$ cat src/rtl/speed_round_ctrl.sv
// speed_round_ctrl
// ----------------
// Sequencer for the tug-of-war speed round. After a start pulse it runs a
// get-ready phase (ARM), opens the push-counting window (ROUND), waits two
// cycles for the push counter's registered compare (SETTLE), samples the
// counter's verdict (DECIDE), and then sends a one-cycle clear to the counter
// (EXIT) before returning to IDLE.
//
// Optional feature: define SPEED_SUDDEN_DEATH_EN to enable sudden death.
// With it, the first tie of a game is not reported. The block pulses
// speed_exit and reruns the ROUND window once, skipping ARM and IDLE. A
// second tie is then reported as 11.
//
// Ports
//   clk           system clock
//   rst           asynchronous, active-low reset
//   start         one-cycle start request (honoured only in IDLE)
//   abort         one-cycle cancel (honoured in ARM, ROUND, SETTLE)
//   speed_right   push counter verdict: right ahead (sampled in DECIDE)
//   speed_tie     push counter verdict: equal counts (sampled in DECIDE)
//   speed_round   high while pushes are counted
//   speed_exit    one-cycle clear pulse to the push counter
//   countdown     remaining ticks of the ARM/ROUND phase, otherwise 0
//   busy          high in every state except IDLE
//   result        00 none, 01 left, 10 right, 11 tie; held until next decision
//   result_valid  one-cycle pulse when result updates
//   state_dbg     current FSM state (debug observation)
//
// Pulse semantics: start, abort, speed_exit and result_valid are single-cycle
// strobes with no back-pressure. A strobe is consumed on the clock edge where
// it is high. result_valid is only ever high in the EXIT cycle. In that cycle
// it coincides with speed_exit, and result already holds the new value.

module speed_round_ctrl #(
  parameter int TICK_DIV    = 50000000,
  parameter int ARM_TICKS   = 3,
  parameter int ROUND_TICKS = 5
) (
  input  logic       clk,
  input  logic       rst,
  input  logic       start,
  input  logic       abort,
  input  logic       speed_right,
  input  logic       speed_tie,
  output logic       speed_round,
  output logic       speed_exit,
  output logic [3:0] countdown,
  output logic       busy,
  output logic [1:0] result,
  output logic       result_valid,
  output logic [2:0] state_dbg
);

  localparam int TW = (TICK_DIV > 2) ? $clog2(TICK_DIV) : 1;

  typedef enum logic [2:0] {
    S_IDLE   = 3'd0,
    S_ARM    = 3'd1,
    S_ROUND  = 3'd2,
    S_SETTLE = 3'd3,
    S_DECIDE = 3'd4,
    S_EXIT   = 3'd5
  } state_t;

  state_t      state_q, state_d;
  logic [TW-1:0] cnt_q, cnt_d;
  logic [3:0]  countdown_q, countdown_d;
  logic [1:0]  result_q, result_d;
  logic        result_valid_q, result_valid_d;
  logic        speed_round_q, speed_exit_q, busy_q;
  logic        tick;
`ifdef SPEED_SUDDEN_DEATH_EN
  logic        retry_q, retry_d;
  logic        rerun_q, rerun_d;  // EXIT should loop back into ROUND
`endif

  assign tick = (cnt_q == TW'(TICK_DIV - 1));

  always_comb begin
    state_d        = state_q;
    cnt_d          = cnt_q;
    countdown_d    = countdown_q;
    result_d       = result_q;
    result_valid_d = 1'b0;
`ifdef SPEED_SUDDEN_DEATH_EN
    retry_d        = retry_q;
    rerun_d        = rerun_q;
`endif

    case (state_q)
      S_IDLE: begin
        // abort beats start when both arrive in the same cycle
        if (start && !abort) begin
          cnt_d = '0;
          if (ARM_TICKS == 0) begin
            state_d     = S_ROUND;
            countdown_d = 4'(ROUND_TICKS);
          end else begin
            state_d     = S_ARM;
            countdown_d = 4'(ARM_TICKS);
          end
        end
      end

      S_ARM: begin
        if (abort) begin
          state_d     = S_EXIT;
          countdown_d = 4'd0;
          cnt_d       = '0;
        end else if (tick) begin
          cnt_d = '0;
          if (countdown_q == 4'd1) begin
            state_d     = S_ROUND;
            countdown_d = 4'(ROUND_TICKS);
          end else begin
            countdown_d = countdown_q - 4'd1;
          end
        end else begin
          cnt_d = cnt_q + TW'(1);
        end
      end

      S_ROUND: begin
        if (abort) begin
          state_d     = S_EXIT;
          countdown_d = 4'd0;
          cnt_d       = '0;
        end else if (tick) begin
          cnt_d = '0;
          if (countdown_q == 4'd1) begin
            state_d     = S_SETTLE;
            countdown_d = 4'd0;
          end else begin
            countdown_d = countdown_q - 4'd1;
          end
        end else begin
          cnt_d = cnt_q + TW'(1);
        end
      end

      // The tick counter enters SETTLE at 0 and times the two settle cycles.
      S_SETTLE: begin
        if (abort) begin
          state_d = S_EXIT;
          cnt_d   = '0;
        end else if (cnt_q == TW'(1)) begin
          state_d = S_DECIDE;
          cnt_d   = '0;
        end else begin
          cnt_d = cnt_q + TW'(1);
        end
      end

      S_DECIDE: begin
        state_d = S_EXIT;
`ifdef SPEED_SUDDEN_DEATH_EN
        if (!speed_right && speed_tie && !retry_q) begin
          retry_d = 1'b1;
          rerun_d = 1'b1;
        end else
`endif
        begin
          result_valid_d = 1'b1;
          if (speed_right)    result_d = 2'b10;
          else if (speed_tie) result_d = 2'b11;
          else                result_d = 2'b01;
        end
      end

      S_EXIT: begin
`ifdef SPEED_SUDDEN_DEATH_EN
        if (rerun_q) begin
          state_d     = S_ROUND;
          countdown_d = 4'(ROUND_TICKS);
          cnt_d       = '0;
          rerun_d     = 1'b0;
        end else begin
          state_d = S_IDLE;
        end
`else
        state_d = S_IDLE;
`endif
      end

      default: begin
        state_d     = S_IDLE;
        countdown_d = 4'd0;
        cnt_d       = '0;
      end
    endcase

`ifdef SPEED_SUDDEN_DEATH_EN
    if (state_d == S_IDLE) retry_d = 1'b0;
`endif
  end

  always_ff @(posedge clk or negedge rst) begin
    if (!rst) begin
      state_q        <= S_IDLE;
      cnt_q          <= '0;
      countdown_q    <= 4'd0;
      result_q       <= 2'b00;
      result_valid_q <= 1'b0;
      speed_round_q  <= 1'b0;
      speed_exit_q   <= 1'b0;
      busy_q         <= 1'b0;
    end else begin
      state_q        <= state_d;
      cnt_q          <= cnt_d;
      countdown_q    <= countdown_d;
      result_q       <= result_d;
      result_valid_q <= result_valid_d;
      // Status outputs are registered from the next state so that they
      // change on the same edge as the state register.
      speed_round_q  <= (state_d == S_ROUND);
      speed_exit_q   <= (state_d == S_EXIT);
      busy_q         <= (state_d != S_IDLE);
    end
  end

`ifdef SPEED_SUDDEN_DEATH_EN
  always_ff @(posedge clk or negedge rst) begin
    if (!rst) begin
      retry_q <= 1'b0;
      rerun_q <= 1'b0;
    end else begin
      retry_q <= retry_d;
      rerun_q <= rerun_d;
    end
  end
`endif

  assign speed_round  = speed_round_q;
  assign speed_exit   = speed_exit_q;
  assign countdown    = countdown_q;
  assign busy         = busy_q;
  assign result       = result_q;
  assign result_valid = result_valid_q;
  assign state_dbg    = state_q;

endmodule

$ cat config.mk
export PLATFORM = sky130hd
export DESIGN_NAME = speed_round_ctrl
export DESIGN_NICKNAME = d
export VERILOG_FILES = /design/src/rtl/speed_round_ctrl.sv
export SDC_FILE = /design/constraint.sdc
export NUM_CORES = 1
export LEC_CHECK = 0
export BUFFER_PORTS_ARGS = -buffer_cell sky130_fd_sc_hd__buf_2
export CAP_MARGIN = 15
export CORE_MARGIN = 2
export CORE_UTILIZATION = 40
export DETAILED_ROUTE_END_ITERATION = 6
export GPL_TIMING_DRIVEN = 0
export PLACE_DENSITY = 0.61
export SETUP_SLACK_MARGIN = 0.02
export SLEW_MARGIN = 10
export SYNTH_ARGS = -nofsm -noshare
export SYNTH_HDL_FRONTEND = slang
export SYNTH_SLANG_ARGS = --single-unit
$ cat constraint.sdc
create_clock -name clk -period 2.8 [get_ports clk]
set_clock_uncertainty 0.05 [all_clocks]
set_input_delay 0.42 -clock clk [delete_from_list [all_inputs] [get_ports clk]]
set_output_delay 0.42 -clock clk [all_outputs]
set_load 0.1 [all_outputs]
## Word-level counts from Yosys, hierarchy flattened

Cells that the tools add are included.

- Output and inout bits: 13
- ROM bits: 0
- Bits in latches: 0
- Memories kept: 0
- Memory bits (writable): 0
- Flip-flop bits (word level): 39

- Add/subtract/negate cells: 2
- $lt $le $gt $ge: 0
- Div/mod/pow operators: 0
- Multipliers: 0
- Equal/unequal tests: 13
- Shift operators: 0
- Bitwise operators: 2
- Multiplexer cells: 27
- Reductions and logical operators: 9

Operators with widths:

| cell | number |
|---|---|
| $mux 26 | 5 |
| $pmux 26 s4 | 1 |
| $mux 4 | 7 |
| $mux 3 | 9 |
| $add 26x1->26 const B | 1 |
| $eq 26x1->1 const B | 1 |
| $eq 26x26->1 const B | 1 |
| $pmux 4 s4 | 1 |
| $pmux 3 s5 | 1 |
| $eq 3x2->1 const B | 3 |
| $eq 3x3->1 const B | 3 |
| $ne 3x3->1 const B | 2 |
| $eq 4x1->1 const B | 1 |
| $mux 2 | 2 |
| $reduce_and 4->1 | 1 |
| $reduce_or 2->1 | 2 |
| $sub 4x1->4 const B | 1 |
| $eq 3x1->1 const B | 1 |
| $logic_not 3->1 | 1 |
| $reduce_bool 3->1 | 1 |
| $reduce_or 3->1 | 1 |
| $ne 2x2->1 const B | 1 |
| $not 1->1 | 2 |
| $reduce_and 2->1 | 1 |
| 3 further kinds | 3 |

## Longest topological paths before layout

- Word-level depth: 6
- Depth in mapped cells: 10
- Mapped depth without buffers: 8

## Worst setup path after synthesis

Ideal clock, no wire load.

- Path type: register to register
- Start point: register state_q[0], in the netlist state_dbg[0]
- End point: register cnt_q[13]
- Arrival: 2227 ps
- Stages on the path, launching flop included: 8
- Library setup time: 128 ps
- Required time: 2622 ps
- Setup slack: 395 ps
- Cells stage by stage: dfrtp_1 clkbuf_1 nor2_1 o21ba_2 clkbuf_1 nor4_1 xnor2_1 nor2_1

- Word-level cells in the longest chain between the ends: 4

RTL lines:

| item | RTL line | RTL |
|---|---|---|
| start, declared | 65 | `state_t state_q, state_d;` |
| start signal, assigned | 208 | `state_q <= state_d;` |
| branches (longest 4 deep; another with $pmux 26 s4) | n/a |  |
| end signal, assigned | 209 | `cnt_q <= cnt_d;` |
| end, declared | 66 | `logic [TW-1:0] cnt_q, cnt_d;` |

Several ways; the timed one is not identified.
A chain may end at the register's enable or synchronous reset.

## Worst setup path after layout

- Start point: register cnt_q[0]
- End point: register cnt_q[21]

- Word-level cells in the longest chain between the ends: 4

RTL lines:

| item | RTL line | RTL |
|---|---|---|
| $add 26x1->26, or another cell as far along | 119, 137, 150 |  |
| $mux 26 (on tied branches) | 146, 110, 128 |  |
| $mux 26 (on tied branches) | 143, 124 |  |
| $pmux 26 s4 * | 90 | `case (state_q)` |

Every way passes the cells marked *; elsewhere a longest branch is shown, timed or not.

==> run_results.csv <==
group,metric,value,unit
setup_path,r2r_slack,0.18,ns
setup_path,critical_path.startpoint,"cnt_q[0]",
routing,first_iter_violations,80,
yosys,synth_top_area_share,42.39,%
layout,antennaDiodeCount,0,
layout,areaGrowthSynthToFinish,11.58,%
layout,area.sequential,975.9,µm²
clock_network,cts.hold.buffers_added,0,
die,floorplan.rows,27,
clock_network,tritoncts,"built",
sta,worst_slew_pin_slew,0.8780,ns
yosys,synth_seq_area_share,42.39,%
yosys,synth.cell_area,0.002302,mm²
yosys,ys_types,50,
sta,setup_total_neg_slack,0,ns
clock_network,cts_max_path_buffers,2,
yosys,netlist.top_cell.by_area,"sky130_fd_sc_hd__dfrtp_1",
pwr,vdd.ir_drop.worst,0.0006364,V
layout,final.fill_count,564,
grt,wire_length_of_the_first_global_routing_pass,9508,µm
clock_network,cts_made_buffers,5,
setup_path,critPathLaunchType,"flop",
worst_hold_path,worst_hold_class,"in2async",
setup_path,critical_path.reg2reg.startpoint,"cnt_q[0]",
grt,gr-total-overflow,0,
sta,worst_hold_slack,0.1932,ns
die,core_area,0.005540,mm²
layout,drive_gt1_share,14.24,%
die,die-height,79.87,µm
setup_path,worstReg2RegEnd,"cnt_q[21]",
yosys,post_synth.cell_area_avg,8.527,µm²
sta,finalCriticalPeriod,2.620,ns
placed_design,dpl.hpwl,4058,µm
grt,first_global_vias,1945,
setup_path,reg2reg_depth,7,
pwr,leakage_dissipation,1.089,nW
clock_network,worst_setup_hold_path_clk_slew,0.08,ns
grt,maximum_number_of_pins_on_one_net_before_global_route_repair,40,
setup_path,critPathArrivalTime,2.75,ns
placed_design,gp_congestion,0.8577,
clock_network,numClockSinks,39,
sta,timing.max_slew.rel_slack,41.46,%
yosys,synth.ff_latch_count,39,
routing,ant_nets,0,
sta,maxClockFrequency,0.3817,GHz
yosys,ys.flop_type,"sky130_fd_sc_hd__dfrtp_1",
die,start_util,41.55,%
layout,total_area_of_multi_input_combinational_cells,0.001256,mm²
layout,final_design_area_no_fill,0.002569,mm²
grt,global_route_total_usage_across_every_layer,19.04,%
status,status,"finished, final reports clean",
flow_run,cap_violations,0,
layout,nNetsFinal,304,
routing,dr_total_vias,2128,
die,die_w,79.87,µm
routing,post_drt_via_cell_ratio,5.798,
routing,drtPass1Iterations,4,
sta,final_count_of_hold_timing_violations,0,
yosys,post_syn_nets,280,
yosys,synth.area.top_cells,"sky130_fd_sc_hd__dfrtp_1, sky130_fd_sc_hd__nor2_1, sky130_fd_sc_hd__a21oi_1",
setup_path,cp_max_fo,8,
die,i_o_pin_count,19,
pwr,powerDensity,934.8,mW/mm²
sta,final_max_slew_viol_count,0,
layout,layout.cells.non_filler,367,
placed_design,placed_area,0.002477,mm²
clock_network,htreeDepth,2,
pwr,p_total,2.401,mW
setup_path,critPathRequiredTime,2.93,ns
sta,setup_violation_total_in_the_final_timing_report,0,
routing,wl_per_cell,15.59,µm
routing,drcViolationCount,0,
yosys,yosys-top-cells-count,"sky130_fd_sc_hd__dfrtp_1, sky130_fd_sc_hd__nor2_1, sky130_fd_sc_hd__nand2_1",
die,dieArea,0.006378,mm²
routing,route.final.wire_length,5722,µm
clock_network,clock-root-buffer,"sky130_fd_sc_hd__clkbuf_8",
yosys,cell_with_the_most_instances_after_synthesis,"sky130_fd_sc_hd__dfrtp_1",
yosys,synth-edff-count,0,
yosys,yosysWarnings,0,
grt,number_of_antenna_violations_at_the_first_check_in_global_routing,0,
clock_network,clk_latency,0.29,ns
sta,final_min_period_over_clock_period,93.57,%
yosys,share_of_synthesized_flip_flops_with_an_asynchronous_set_or_reset,100.0,%
setup_path,critPathKind,"reg2reg",
placed_design,place_inst,359,
placed_design,port_buffer_count,17,
yosys,postSynthCellCount,270,
setup_path,endpoint_kind,"flop",
what timing repair did:
action                                  CTS  global route
gates resized for setup                   0             2
endpoints found under the setup margin    0             3
buffers inserted                          0             0
report_power, final:
| part | internal (mW) | leakage, nW | switching (mW) |
|---|---|---|---|
| sequential | 0.650 | 0.525 | 0.0849 |
| combinational | 0.285 | 0.517 | 1.01 |
| clock | 0.171 | 0.0477 | 0.204 |
through the flow:
step	utilization (%)	worst slack, ns
detailed placement	44.72	0.2222
finish	46.36	0.1802
CTS	46.23	0.1923
floorplan	-	0.3945
global placement	44.72	0.1891
global route	46.36	-0.003856
how the worst max path moves through the flow:
stage	endpoint	slack, ns	depth (start not counted)
after floorplan	cnt_q[13]	0.39	7
after global placement	cnt_q[21]	0.19	7
after detailed placement	cnt_q[21]	0.22	7
after CTS	cnt_q[21]	0.19	7
after global routing	cnt_q[21]	-0.004	7
final	cnt_q[21]	0.18	7
per-layer routing:
| metal | wire, µm | global-route usage, % | vias to the layer above |
|---|---|---|---|
| met5 | 0 | 0 | - |
| met4 | 108 | 5.424 | 0 |
| met3 | 209 | 3.959 | 11 |
| met2 | 2593 | 30.50 | 43 |
| met1 | 2811 | 25.97 | 1033 |
| li1 | - | - | 1041 |
state kept, by name, indices dropped and copies added (netlist names):
signal        cells
busy              1
cnt_q            26
countdown         4
result            2
result_valid      1
speed_exit        1
speed_round       1
state_dbg         3
critical path, stage by stage (launching register included):
cell and delay (ns):
sky130_fd_sc_hd__dfrtp_1 0.48, sky130_fd_sc_hd__ha_2 0.28, sky130_fd_sc_hd__nand3_1 0.17, sky130_fd_sc_hd__or2_4 0.29, sky130_fd_sc_hd__o32a_1 0.38, sky130_fd_sc_hd__a21oi_1 0.46
sky130_fd_sc_hd__o21ai_0 0.19, sky130_fd_sc_hd__a22o_1 0.21
area by class of cell:
type                       count  area share, %
sequential                    39          37.99
inverter                       9          1.315
clock inverter                 3         0.5845
tap                           72          3.507
buffer                        11          1.705
timing repair buffer          17          3.312
clock buffer                   5          2.679
multi-input combinational    211          48.90
cells in the final DEF (no fill, tap or decap), drive strengths merged, types with 2 or more instances in the layout:
cell type / netlist / layout
nand2: 23 / 23
nand2b: 4 / 4
ha: 4 / 4
o31ai: 2 / 2
clkbuf: 9 / 14
and4: 3 / 3
and2: 3 / 3
nor3b: 2 / 2
a22o: 2 / 2
nand4: 11 / 11
dfrtp: 39 / 39
o21ai: 19 / 19
or2: 4 / 4
o21bai: 2 / 2
nor2: 29 / 29
or3: 5 / 5
a21o: 3 / 3
xor2: 3 / 3
nor4: 9 / 9
nor3: 8 / 8
a31oi: 10 / 10
nand3b: 3 / 3
nor2b: 4 / 4
a21oi: 21 / 21
xnor2: 3 / 3
clkinv: 0 / 3
buf: 2 / 19
a41oi: 2 / 2
and3: 4 / 4
nand3: 14 / 14
a22oi: 2 / 2
inv: 9 / 9
cells by family after synthesis:
family                   share of synthesized area [%]
flip-flops                                       42.39
AO/OA/AOI/OAI                                    19.57
buffers and inverters                            3.369
adder cells (fa/ha/maj)                          2.174
AND/OR/NAND/NOR                                  30.22
XOR/XNOR                                         2.283
No activity file was read; power rests on OpenSTA's default activity.
